[config.mk]
export PLATFORM = sky130hd
export DESIGN_NAME = cu_edge_data_read_extract_flat
export DESIGN_NICKNAME = d
export VERILOG_FILES = /design/src/rtl/cu_edge_data_read_extract_if.sv /design/src/rtl/cu_edge_data_read_extract.sv /design/src/flat_wrapper.sv
export SDC_FILE = /design/constraint.sdc
export NUM_CORES = 2
export LEC_CHECK = 0
export CAP_MARGIN = 20
export CORE_AREA = 4 4 650 394
export CTS_BUF_LIST = sky130_fd_sc_hd__clkbuf_4
export DETAILED_ROUTE_END_ITERATION = 12
export DIE_AREA = 0 0 654 398
export PLACE_DENSITY = 0.55
export SLEW_MARGIN = 10
export SYNTH_ARGS = -nofsm -noshare
export SYNTH_HDL_FRONTEND = slang
export SYNTH_SLANG_ARGS = --single-unit
[constraint.sdc]
create_clock -name clock -period 9.4 [get_ports clock]
set_clock_uncertainty 0.2 [all_clocks]
set_input_delay 1.88 -clock clock [delete_from_list [all_inputs] [get_ports clock]]
set_output_delay 1.88 -clock clock [all_outputs]
set_load 0.005 [all_outputs]
[src/rtl/cu_edge_data_read_extract_if.sv]
// Bus bundle between the CU read-return path, the edge-data consumer and the issuer.
// The slave side is the extract block; the master side drives returns, pops and issues.
interface cu_edge_data_read_extract_if #(
  parameter int DATA_SIZE_READ  = 4,
  parameter int CACHELINE_BYTES = 128,
  parameter int DEPTH           = 16
);
  localparam int OFF_W  = $clog2(CACHELINE_BYTES / DATA_SIZE_READ);
  localparam int CNT_W  = $clog2(DEPTH) + 1;
  localparam int WORD_W = DATA_SIZE_READ * 8;
  localparam int LINE_W = CACHELINE_BYTES * 8;

  logic              cmd_issue;
  logic              rd_data_valid;
  logic [7:0]        rd_data_cu_id;
  logic [7:0]        rd_data_struct;
  logic [OFF_W-1:0]  rd_data_offset;
  logic [LINE_W-1:0] rd_data_line;
  logic              rsp_valid;
  logic [7:0]        rsp_cu_id;
  logic [7:0]        rsp_struct;
  logic [7:0]        rsp_code;
  logic              edge_data_pop;
  logic              edge_data_valid;
  logic [WORD_W-1:0] edge_data;
  logic              issue_credit;
  logic [CNT_W-1:0]  outstanding;
  logic [31:0]       done_count;
  logic [2:0]        err_sticky;
  logic [7:0]        err_code;

  modport master (
    output cmd_issue, rd_data_valid, rd_data_cu_id, rd_data_struct, rd_data_offset,
           rd_data_line, rsp_valid, rsp_cu_id, rsp_struct, rsp_code, edge_data_pop,
    input  edge_data_valid, edge_data, issue_credit, outstanding, done_count,
           err_sticky, err_code
  );

  modport slave (
    input  cmd_issue, rd_data_valid, rd_data_cu_id, rd_data_struct, rd_data_offset,
           rd_data_line, rsp_valid, rsp_cu_id, rsp_struct, rsp_code, edge_data_pop,
    output edge_data_valid, edge_data, issue_credit, outstanding, done_count,
           err_sticky, err_code
  );
endinterface

[src/rtl/cu_edge_data_read_extract.sv]
// Extracts one element per returned cacheline into a show-ahead FIFO (2-cycle latency),
// and turns outstanding reads + buffered entries into an issue credit so the FIFO never overflows.
module cu_edge_data_read_extract #(
  parameter int         CU_ID           = 1,
  parameter int         DATA_SIZE_READ  = 4,
  parameter int         CACHELINE_BYTES = 128,
  parameter int         DEPTH           = 16,
  parameter logic [7:0] STRUCT_ID       = 8'h02   // READ_GRAPH_DATA
) (
  input  logic                          clock,
  input  logic                          rstn,
  input  logic                          enabled_in,
  cu_edge_data_read_extract_if.slave    io
);
  localparam int OFF_W  = $clog2(CACHELINE_BYTES / DATA_SIZE_READ);
  localparam int WORD_W = DATA_SIZE_READ * 8;
  localparam int LINE_W = CACHELINE_BYTES * 8;
  localparam int PTR_W  = $clog2(DEPTH);
  localparam int CNT_W  = PTR_W + 1;
  localparam int OCC_W  = CNT_W + 2;
  localparam logic [7:0] CU_ID_B = 8'(CU_ID);

  logic              en_q, en_d;
  logic              s1_dvld_q, s1_dvld_d;
  logic [OFF_W-1:0]  s1_off_q, s1_off_d;
  logic [LINE_W-1:0] s1_line_q, s1_line_d;
  logic              s1_rvld_q, s1_rvld_d;
  logic [7:0]        s1_code_q, s1_code_d;
  logic              s2_vld_q, s2_vld_d;
  logic [WORD_W-1:0] s2_word_q, s2_word_d;
  logic [WORD_W-1:0] mem_q [DEPTH];
  logic [WORD_W-1:0] mem_d [DEPTH];
  logic [PTR_W-1:0]  wr_ptr_q, wr_ptr_d, rd_ptr_q, rd_ptr_d;
  logic [CNT_W-1:0]  count_q, count_d;
  logic [CNT_W-1:0]  outstanding_q, outstanding_d;
  logic              credit_q, credit_d;
  logic [31:0]       done_q, done_d;
  logic [2:0]        err_q, err_d;
  logic [7:0]        err_code_q, err_code_d;

  logic              push, pop, full, push_ok, inc, dec;
  logic [OCC_W-1:0]  occupancy;

  // Stage 1 keeps only matched beats; stage 2 selects the addressed element.
  always_comb begin
    en_d      = enabled_in;
    s1_dvld_d = s1_dvld_q;
    s1_off_d  = s1_off_q;
    s1_line_d = s1_line_q;
    s1_rvld_d = s1_rvld_q;
    s1_code_d = s1_code_q;
    s2_vld_d  = s2_vld_q;
    s2_word_d = s2_word_q;
    if (en_q) begin
      s1_dvld_d = io.rd_data_valid && (io.rd_data_cu_id == CU_ID_B) &&
                  (io.rd_data_struct == STRUCT_ID);
      if (s1_dvld_d) begin
        s1_off_d  = io.rd_data_offset;
        s1_line_d = io.rd_data_line;
      end
      s1_rvld_d = io.rsp_valid && (io.rsp_cu_id == CU_ID_B) && (io.rsp_struct == STRUCT_ID);
      if (s1_rvld_d) s1_code_d = io.rsp_code;
      s2_vld_d = s1_dvld_q;
      if (s1_dvld_q) s2_word_d = s1_line_q[int'(s1_off_q) * WORD_W +: WORD_W];
    end
  end

  always_comb begin
    full     = (count_q == CNT_W'(DEPTH));
    push     = en_q && s2_vld_q;
    pop      = en_q && io.edge_data_pop && (count_q != '0);
    push_ok  = push && (!full || pop);
    mem_d    = mem_q;
    wr_ptr_d = wr_ptr_q;
    rd_ptr_d = rd_ptr_q;
    count_d  = count_q;
    if (push_ok) begin
      mem_d[wr_ptr_q] = s2_word_q;
      wr_ptr_d        = wr_ptr_q + PTR_W'(1);
    end
    if (pop) rd_ptr_d = rd_ptr_q + PTR_W'(1);
    case ({push_ok, pop})
      2'b10:   count_d = count_q + CNT_W'(1);
      2'b01:   count_d = count_q - CNT_W'(1);
      default: count_d = count_q;
    endcase
  end

  always_comb begin
    inc           = en_q && io.cmd_issue;
    dec           = en_q && s1_dvld_q;
    outstanding_d = outstanding_q;
    err_d         = err_q;
    done_d        = done_q;
    err_code_d    = err_code_q;
    credit_d      = credit_q;
    if (inc && !dec) begin
      outstanding_d = outstanding_q + CNT_W'(1);
    end else if (dec && !inc) begin
      if (outstanding_q == '0) err_d[2] = 1'b1;
      else                     outstanding_d = outstanding_q - CNT_W'(1);
    end
    if (push && full && !pop) err_d[1] = 1'b1;
    if (en_q && s1_rvld_q) begin
      if (s1_code_q == 8'h00) begin
        done_d = done_q + 32'd1;
      end else begin
        err_d[0] = 1'b1;
        if (!err_q[0]) err_code_d = s1_code_q;
      end
    end
    // Every slot that could still land in the FIFO counts against the credit.
    occupancy = OCC_W'(outstanding_q) + OCC_W'(s2_vld_q) + OCC_W'(count_q);
    if (en_q) credit_d = (occupancy < OCC_W'(DEPTH));
  end

  always_ff @(posedge clock or negedge rstn) begin
    if (!rstn) begin
      en_q          <= 1'b0;
      s1_dvld_q     <= 1'b0;
      s1_off_q      <= '0;
      s1_line_q     <= '0;
      s1_rvld_q     <= 1'b0;
      s1_code_q     <= '0;
      s2_vld_q      <= 1'b0;
      s2_word_q     <= '0;
      for (int i = 0; i < DEPTH; i++) mem_q[i] <= '0;
      wr_ptr_q      <= '0;
      rd_ptr_q      <= '0;
      count_q       <= '0;
      outstanding_q <= '0;
      credit_q      <= 1'b0;
      done_q        <= '0;
      err_q         <= '0;
      err_code_q    <= '0;
    end else begin
      en_q          <= en_d;
      s1_dvld_q     <= s1_dvld_d;
      s1_off_q      <= s1_off_d;
      s1_line_q     <= s1_line_d;
      s1_rvld_q     <= s1_rvld_d;
      s1_code_q     <= s1_code_d;
      s2_vld_q      <= s2_vld_d;
      s2_word_q     <= s2_word_d;
      mem_q         <= mem_d;
      wr_ptr_q      <= wr_ptr_d;
      rd_ptr_q      <= rd_ptr_d;
      count_q       <= count_d;
      outstanding_q <= outstanding_d;
      credit_q      <= credit_d;
      done_q        <= done_d;
      err_q         <= err_d;
      err_code_q    <= err_code_d;
    end
  end

  assign io.edge_data_valid = (count_q != '0);
  assign io.edge_data       = (count_q != '0) ? mem_q[rd_ptr_q] : '0;
  assign io.issue_credit    = credit_q;
  assign io.outstanding     = outstanding_q;
  assign io.done_count      = done_q;
  assign io.err_sticky      = err_q;
  assign io.err_code        = err_code_q;
endmodule

[src/flat_wrapper.sv]
// flat-port wrapper written by rule: the top's interface ports become plain ports
module cu_edge_data_read_extract_flat 
#(
  parameter int         CU_ID           = 1,
  parameter int         DATA_SIZE_READ  = 4,
  parameter int         CACHELINE_BYTES = 128,
  parameter int         DEPTH           = 16,
  parameter logic [7:0] STRUCT_ID       = 8'h02                     
)
  (clock, rstn, enabled_in, io_cmd_issue, io_rd_data_valid, io_rd_data_cu_id, io_rd_data_struct, io_rd_data_offset, io_rd_data_line, io_rsp_valid, io_rsp_cu_id, io_rsp_struct, io_rsp_code, io_edge_data_pop, io_edge_data_valid, io_edge_data, io_issue_credit, io_outstanding, io_done_count, io_err_sticky, io_err_code);
  cu_edge_data_read_extract_if #(.DATA_SIZE_READ(DATA_SIZE_READ), .CACHELINE_BYTES(CACHELINE_BYTES), .DEPTH(DEPTH)) io_i ();
  input  logic clock;
  input  logic rstn;
  input  logic enabled_in;
  input wire logic [$bits(io_i.cmd_issue)-1:0] io_cmd_issue;
  input wire logic [$bits(io_i.rd_data_valid)-1:0] io_rd_data_valid;
  input wire logic [$bits(io_i.rd_data_cu_id)-1:0] io_rd_data_cu_id;
  input wire logic [$bits(io_i.rd_data_struct)-1:0] io_rd_data_struct;
  input wire logic [$bits(io_i.rd_data_offset)-1:0] io_rd_data_offset;
  input wire logic [$bits(io_i.rd_data_line)-1:0] io_rd_data_line;
  input wire logic [$bits(io_i.rsp_valid)-1:0] io_rsp_valid;
  input wire logic [$bits(io_i.rsp_cu_id)-1:0] io_rsp_cu_id;
  input wire logic [$bits(io_i.rsp_struct)-1:0] io_rsp_struct;
  input wire logic [$bits(io_i.rsp_code)-1:0] io_rsp_code;
  input wire logic [$bits(io_i.edge_data_pop)-1:0] io_edge_data_pop;
  output wire logic [$bits(io_i.edge_data_valid)-1:0] io_edge_data_valid;
  output wire logic [$bits(io_i.edge_data)-1:0] io_edge_data;
  output wire logic [$bits(io_i.issue_credit)-1:0] io_issue_credit;
  output wire logic [$bits(io_i.outstanding)-1:0] io_outstanding;
  output wire logic [$bits(io_i.done_count)-1:0] io_done_count;
  output wire logic [$bits(io_i.err_sticky)-1:0] io_err_sticky;
  output wire logic [$bits(io_i.err_code)-1:0] io_err_code;
  assign io_i.cmd_issue = io_cmd_issue;
  assign io_i.rd_data_valid = io_rd_data_valid;
  assign io_i.rd_data_cu_id = io_rd_data_cu_id;
  assign io_i.rd_data_struct = io_rd_data_struct;
  assign io_i.rd_data_offset = io_rd_data_offset;
  assign io_i.rd_data_line = io_rd_data_line;
  assign io_i.rsp_valid = io_rsp_valid;
  assign io_i.rsp_cu_id = io_rsp_cu_id;
  assign io_i.rsp_struct = io_rsp_struct;
  assign io_i.rsp_code = io_rsp_code;
  assign io_i.edge_data_pop = io_edge_data_pop;
  assign io_edge_data_valid = io_i.edge_data_valid;
  assign io_edge_data = io_i.edge_data;
  assign io_issue_credit = io_i.issue_credit;
  assign io_outstanding = io_i.outstanding;
  assign io_done_count = io_i.done_count;
  assign io_err_sticky = io_i.err_sticky;
  assign io_err_code = io_i.err_code;
  cu_edge_data_read_extract #(.CU_ID(CU_ID), .DATA_SIZE_READ(DATA_SIZE_READ), .CACHELINE_BYTES(CACHELINE_BYTES), .DEPTH(DEPTH), .STRUCT_ID(STRUCT_ID)) u_core (.clock(clock), .rstn(rstn), .enabled_in(enabled_in), .io(io_i));
endmodule
==> flow_summary_export.csv <==
group,metric,value,unit
outcome,status,"finished, final reports clean",
min_path,hold_path_depth,2,
global_routing,grt_antenna_before_repair,129,
finish,post_layout_nonfiller_instances,11684,
yosys,synth-seq-area-share,55.2,%
floorplanning,chip_height,398,um
placement,pre_cts_slack,3.72,ns
global_routing,grt_util_met3,4.97,%
global_routing,number_of_global_route_vias_before_repair,58443,
timing,final_max_slew_viol_count,0,
floorplanning,boundaryPins,1158,
timing,rsz0062_at_grt,"no",
timing,postLayoutSetupSlackWorst,2.64,ns
route,postRouteAntennaNets,0,
worst_setup_path,cp_data_required_time,7.32,ns
global_routing,use_met2,35.8,%
timing,finalSetupViolations,0,
power,static-leakage-power,46.7,nW
clocking,postCtsResizedCells,0,
placement,postPlaceCellArea,0.0891,mm2
route,detail_route.drc_violations,0,
clocking,htree_levels,5,
floorplanning,fp.coreArea,0.249,mm2
placement,routabilityCongestion,0.874,
power,power.ir.vdd_worst,0.188,mV
yosys,post_synth_instance_area,0.0747,mm2
yosys,postSynth.asyncResetShare,100,%
global_routing,global_route.peak_usage_layer,"met2",
route,via_count,57002,
timing,timing.final.crit_period,6.76,ns
route,drt-pass1-iter-count,6,
global_routing,globalRouteTotalUtil,22.5,%
finish,final_layout_size_suffix_gt1_share,19.6,%
power,switching_power,3.94,mW
floorplanning,floorplan.initialDensity,30.0,%
worst_setup_path,timing.critical_path.fanout_max,109,
clocking,numCtsBuffers,414,
finish,final_core_utilization,37.9,%
min_path,worst_hold_path_type,"flip-flop to flip-flop",
finish,layout_net_count,9099,
worst_setup_path,r2r_setup_slack,4.66,ns
worst_setup_path,worst-setup-path-type,"flip-flop to output port",
yosys,synth-edff-count,0,
yosys,synth_top_area_share,55.2,%
power,netSwitchingFraction,26.5,%
power,internal_power,10.9,mW
clocking,tritoncts,"done",
global_routing,gr-usage-met1,29.8,%
power,power.density_cell_area,158,mW/mm2
yosys,synth_nets,7878,
finish,n_fill_cell,24790,
clocking,worst_setup_hold_path_clk_slew,0.07,ns
clocking,root_buffer_cell,"sky130_fd_sc_hd__clkbuf_4",
floorplanning,die_w,654,um
yosys,yosysTopAreaCell,"sky130_fd_sc_hd__dfrtp_1",
finish,mostFrequentLayoutCell,"sky130_fd_sc_hd__nand2_1",
finish,layout-area-overhead-vs-synth,26.4,%
floorplanning,rows,142,
worst_setup_path,worstPathArrival,4.68,ns
clocking,cts_hold_buf,0,
finish,final_design_area_no_fill,0.0944,mm2
finish,multiInputGateArea,0.0311,mm2
worst_setup_path,reg2regPathDepth,6,
power,share_comb_of_total_power,9.4,%
global_routing,total_grt_overflow,0,
placement,dp_hpwl,217000,um
power,fin_total_pwr,14.9,mW
yosys,synth-seq-cells,1647,
placement,numPortBuffers,1157,
route,first_iter_violations,4665,
run,drv.max_cap_violation_count,0,
timing,tightest_slew,1.40,ns
yosys,synth_cell_type_count,59,
route,routed_wire_length_per_instance,25.7,um
clocking,post_cts_buffers,0,
clocking,clock_insertion_delay_worst_skew,1.22,ns
global_routing,first_pass_grt_wire_length,422000,um
yosys,ys_warn_count,0,
worst_setup_path,worst_setup_path_start_kind,"flip-flop",
worst_setup_path,worstSetupEndpointType,"output port",
timing,final-hold-violation-count,0,
timing,finalCritPeriodShare,71.9,%
power,sequentialPowerShare,49.3,%
global_routing,grt_start_max_net_pins,216,
floorplanning,floorplan.die_area,0.260,mm2
yosys,syn-mean-instance-area,11.0,um2
route,via_per_inst,4.88,
route,finalWirelength,300000,um
placement,placed_cells,10898,
yosys,syn_inst,6781,
finish,ff_latch_area,0.0412,mm2
timing,setup_total_negative_slack,0,ns
finish,most-common-layout-cells,"sky130_fd_sc_hd__nand2_1, sky130_fd_sc_hd__dfrtp_1, sky130_fd_sc_hd__clkdlybuf4s50_1",
power,power.share.clock,41.3,%
yosys,dominantRegCellSynth,"sky130_fd_sc_hd__dfrtp_1",
clocking,max-clock-path-buffers,4,
timing,highest_achievable_clock_rate,0.148,GHz
yosys,synth.area.top_cells,"sky130_fd_sc_hd__dfrtp_1, sky130_fd_sc_hd__nand2_1, sky130_fd_sc_hd__mux4_2",
timing,slew_headroom,6.90,%
timing,hold_ws,0.263,ns
clocking,clkSinkCount,1647,
[cell type report]
| class | instances | share of cell area (%) |
|---|---|---|
| diodes | 77 | 0.204 |
| clock buffers | 590 | 4.69 |
| clock inverters | 119 | 0.701 |
| inverters | 11 | 0.0437 |
| multi-input cells | 4662 | 32.9 |
| flip-flops and latches | 1647 | 43.7 |
| well taps | 3312 | 4.39 |
| repair buffers | 1266 | 13.4 |
[Yosys cell counts, types with 2 or more instances]
cell type                      n
sky130_fd_sc_hd__mux2i_1     148
sky130_fd_sc_hd__nand3_4       8
sky130_fd_sc_hd__nand2_1    3139
sky130_fd_sc_hd__nand2b_1      4
sky130_fd_sc_hd__o21ai_0       8
sky130_fd_sc_hd__nor4_1        7
sky130_fd_sc_hd__a21oi_1      14
sky130_fd_sc_hd__dfrtp_1    1647
sky130_fd_sc_hd__nand3_1      21
sky130_fd_sc_hd__buf_4        79
sky130_fd_sc_hd__and3_1        6
sky130_fd_sc_hd__clkbuf_1    217
sky130_fd_sc_hd__xnor2_1      39
sky130_fd_sc_hd__a22o_1       42
sky130_fd_sc_hd__nor2b_1      37
sky130_fd_sc_hd__a21o_1        9
sky130_fd_sc_hd__buf_6        36
sky130_fd_sc_hd__a22oi_1      22
sky130_fd_sc_hd__a31oi_1       2
sky130_fd_sc_hd__ha_1         20
sky130_fd_sc_hd__nor4b_1       2
sky130_fd_sc_hd__xor2_1       13
sky130_fd_sc_hd__nor3_1        7
sky130_fd_sc_hd__nand4_1      25
sky130_fd_sc_hd__nand4_4       2
sky130_fd_sc_hd__mux2_2      450
sky130_fd_sc_hd__nor2_1       56
sky130_fd_sc_hd__o22ai_1      62
sky130_fd_sc_hd__mux2_4       60
sky130_fd_sc_hd__buf_12        6
sky130_fd_sc_hd__and4_1        7
sky130_fd_sc_hd__mux2_1       31
sky130_fd_sc_hd__buf_1         5
sky130_fd_sc_hd__o31ai_1      10
sky130_fd_sc_hd__nor4bb_1      3
sky130_fd_sc_hd__mux4_2      342
sky130_fd_sc_hd__nand3b_1      2
sky130_fd_sc_hd__buf_2       118
sky130_fd_sc_hd__inv_1        11
sky130_fd_sc_hd__nand3_2       4
sky130_fd_sc_hd__a2111oi_0    42
[path summary, 6_finish.rpt]
kind,start,end
max,u_core.rd_ptr_q[0],io_edge_data[12]
min,u_core.s1_line_q[362],u_core.s1_line_q[362]
max reg2reg,u_core.s1_off_q[0],u_core.s2_word_q[6]
min reg2reg,u_core.s1_line_q[362],u_core.s1_line_q[362]
max in group asynchronous,rstn,u_core.s1_line_q[621]
min in group asynchronous,rstn,u_core.io.outstanding[0]
[critical path: stages (launching register included)]
cell                              delay [ns]
sky130_fd_sc_hd__dfrtp_4                0.76
sky130_fd_sc_hd__buf_12                 0.66
sky130_fd_sc_hd__mux4_2                 0.62
sky130_fd_sc_hd__mux4_2                 0.55
sky130_fd_sc_hd__nor2b_1                0.21
sky130_fd_sc_hd__clkdlybuf4s50_1        0.52
[sequential cells by signal, indices dropped and copies added (netlist names)]
| signal | cells |
|---|---|
| u_core.s1_code_q | 8 |
| u_core.en_q | 1 |
| u_core.io.err_code | 8 |
| u_core.io.outstanding | 5 |
| u_core.s1_line_q | 1024 |
| u_core.count_q | 5 |
| u_core.io.err_sticky | 3 |
| u_core.rd_ptr_q | 4 |
| u_core.s1_dvld_q | 1 |
| u_core.wr_ptr_q | 4 |
| u_core.s2_vld_q | 1 |
| u_core.io.done_count | 32 |
| u_core.mem_q | 512 |
| u_core.s2_word_q | 32 |
| u_core.io.issue_credit | 1 |
| u_core.s1_rvld_q | 1 |
| u_core.s1_off_q | 5 |
[logic make-up after synthesis]
family	after synthesis	synth area share, %
AO/OA/AOI/OAI	217	2.15
flip-flops	1647	55.2
multiplexers	1031	20.7
AND/OR/NAND/NOR	3341	17.5
buffers and inverters	472	3.46
adder cells (fa/ha/maj)	21	0.362
XOR/XNOR	52	0.610
[routing by layer]
| layer | part of all wire (%) | vias up |
|---|---|---|
| li1 | - | 25396 |
| met1 | 42 | 29160 |
| met2 | 48 | 1917 |
| met3 | 6.4 | 499 |
| met4 | 3.4 | 30 |
| met5 | 0.071 | - |
[power groups by stage]
| stage | sequential (mW) | combinational (mW) | clock, mW |
|---|---|---|---|
| 3_5_place_dp | 7.48 | 1.42 | 0 |
| 5_1_grt | 7.35 | 1.50 | 6.73 |
| 6_report | 7.34 | 1.39 | 6.15 |
| 3_3_place_gp | 7.47 | 1.40 | 0 |
| 2_1_floorplan | 7.29 | 0.691 | 0 |
| 4_1_cts | 7.34 | 1.43 | 6.36 |
Note: power is estimated with default switching activity, not from simulation.
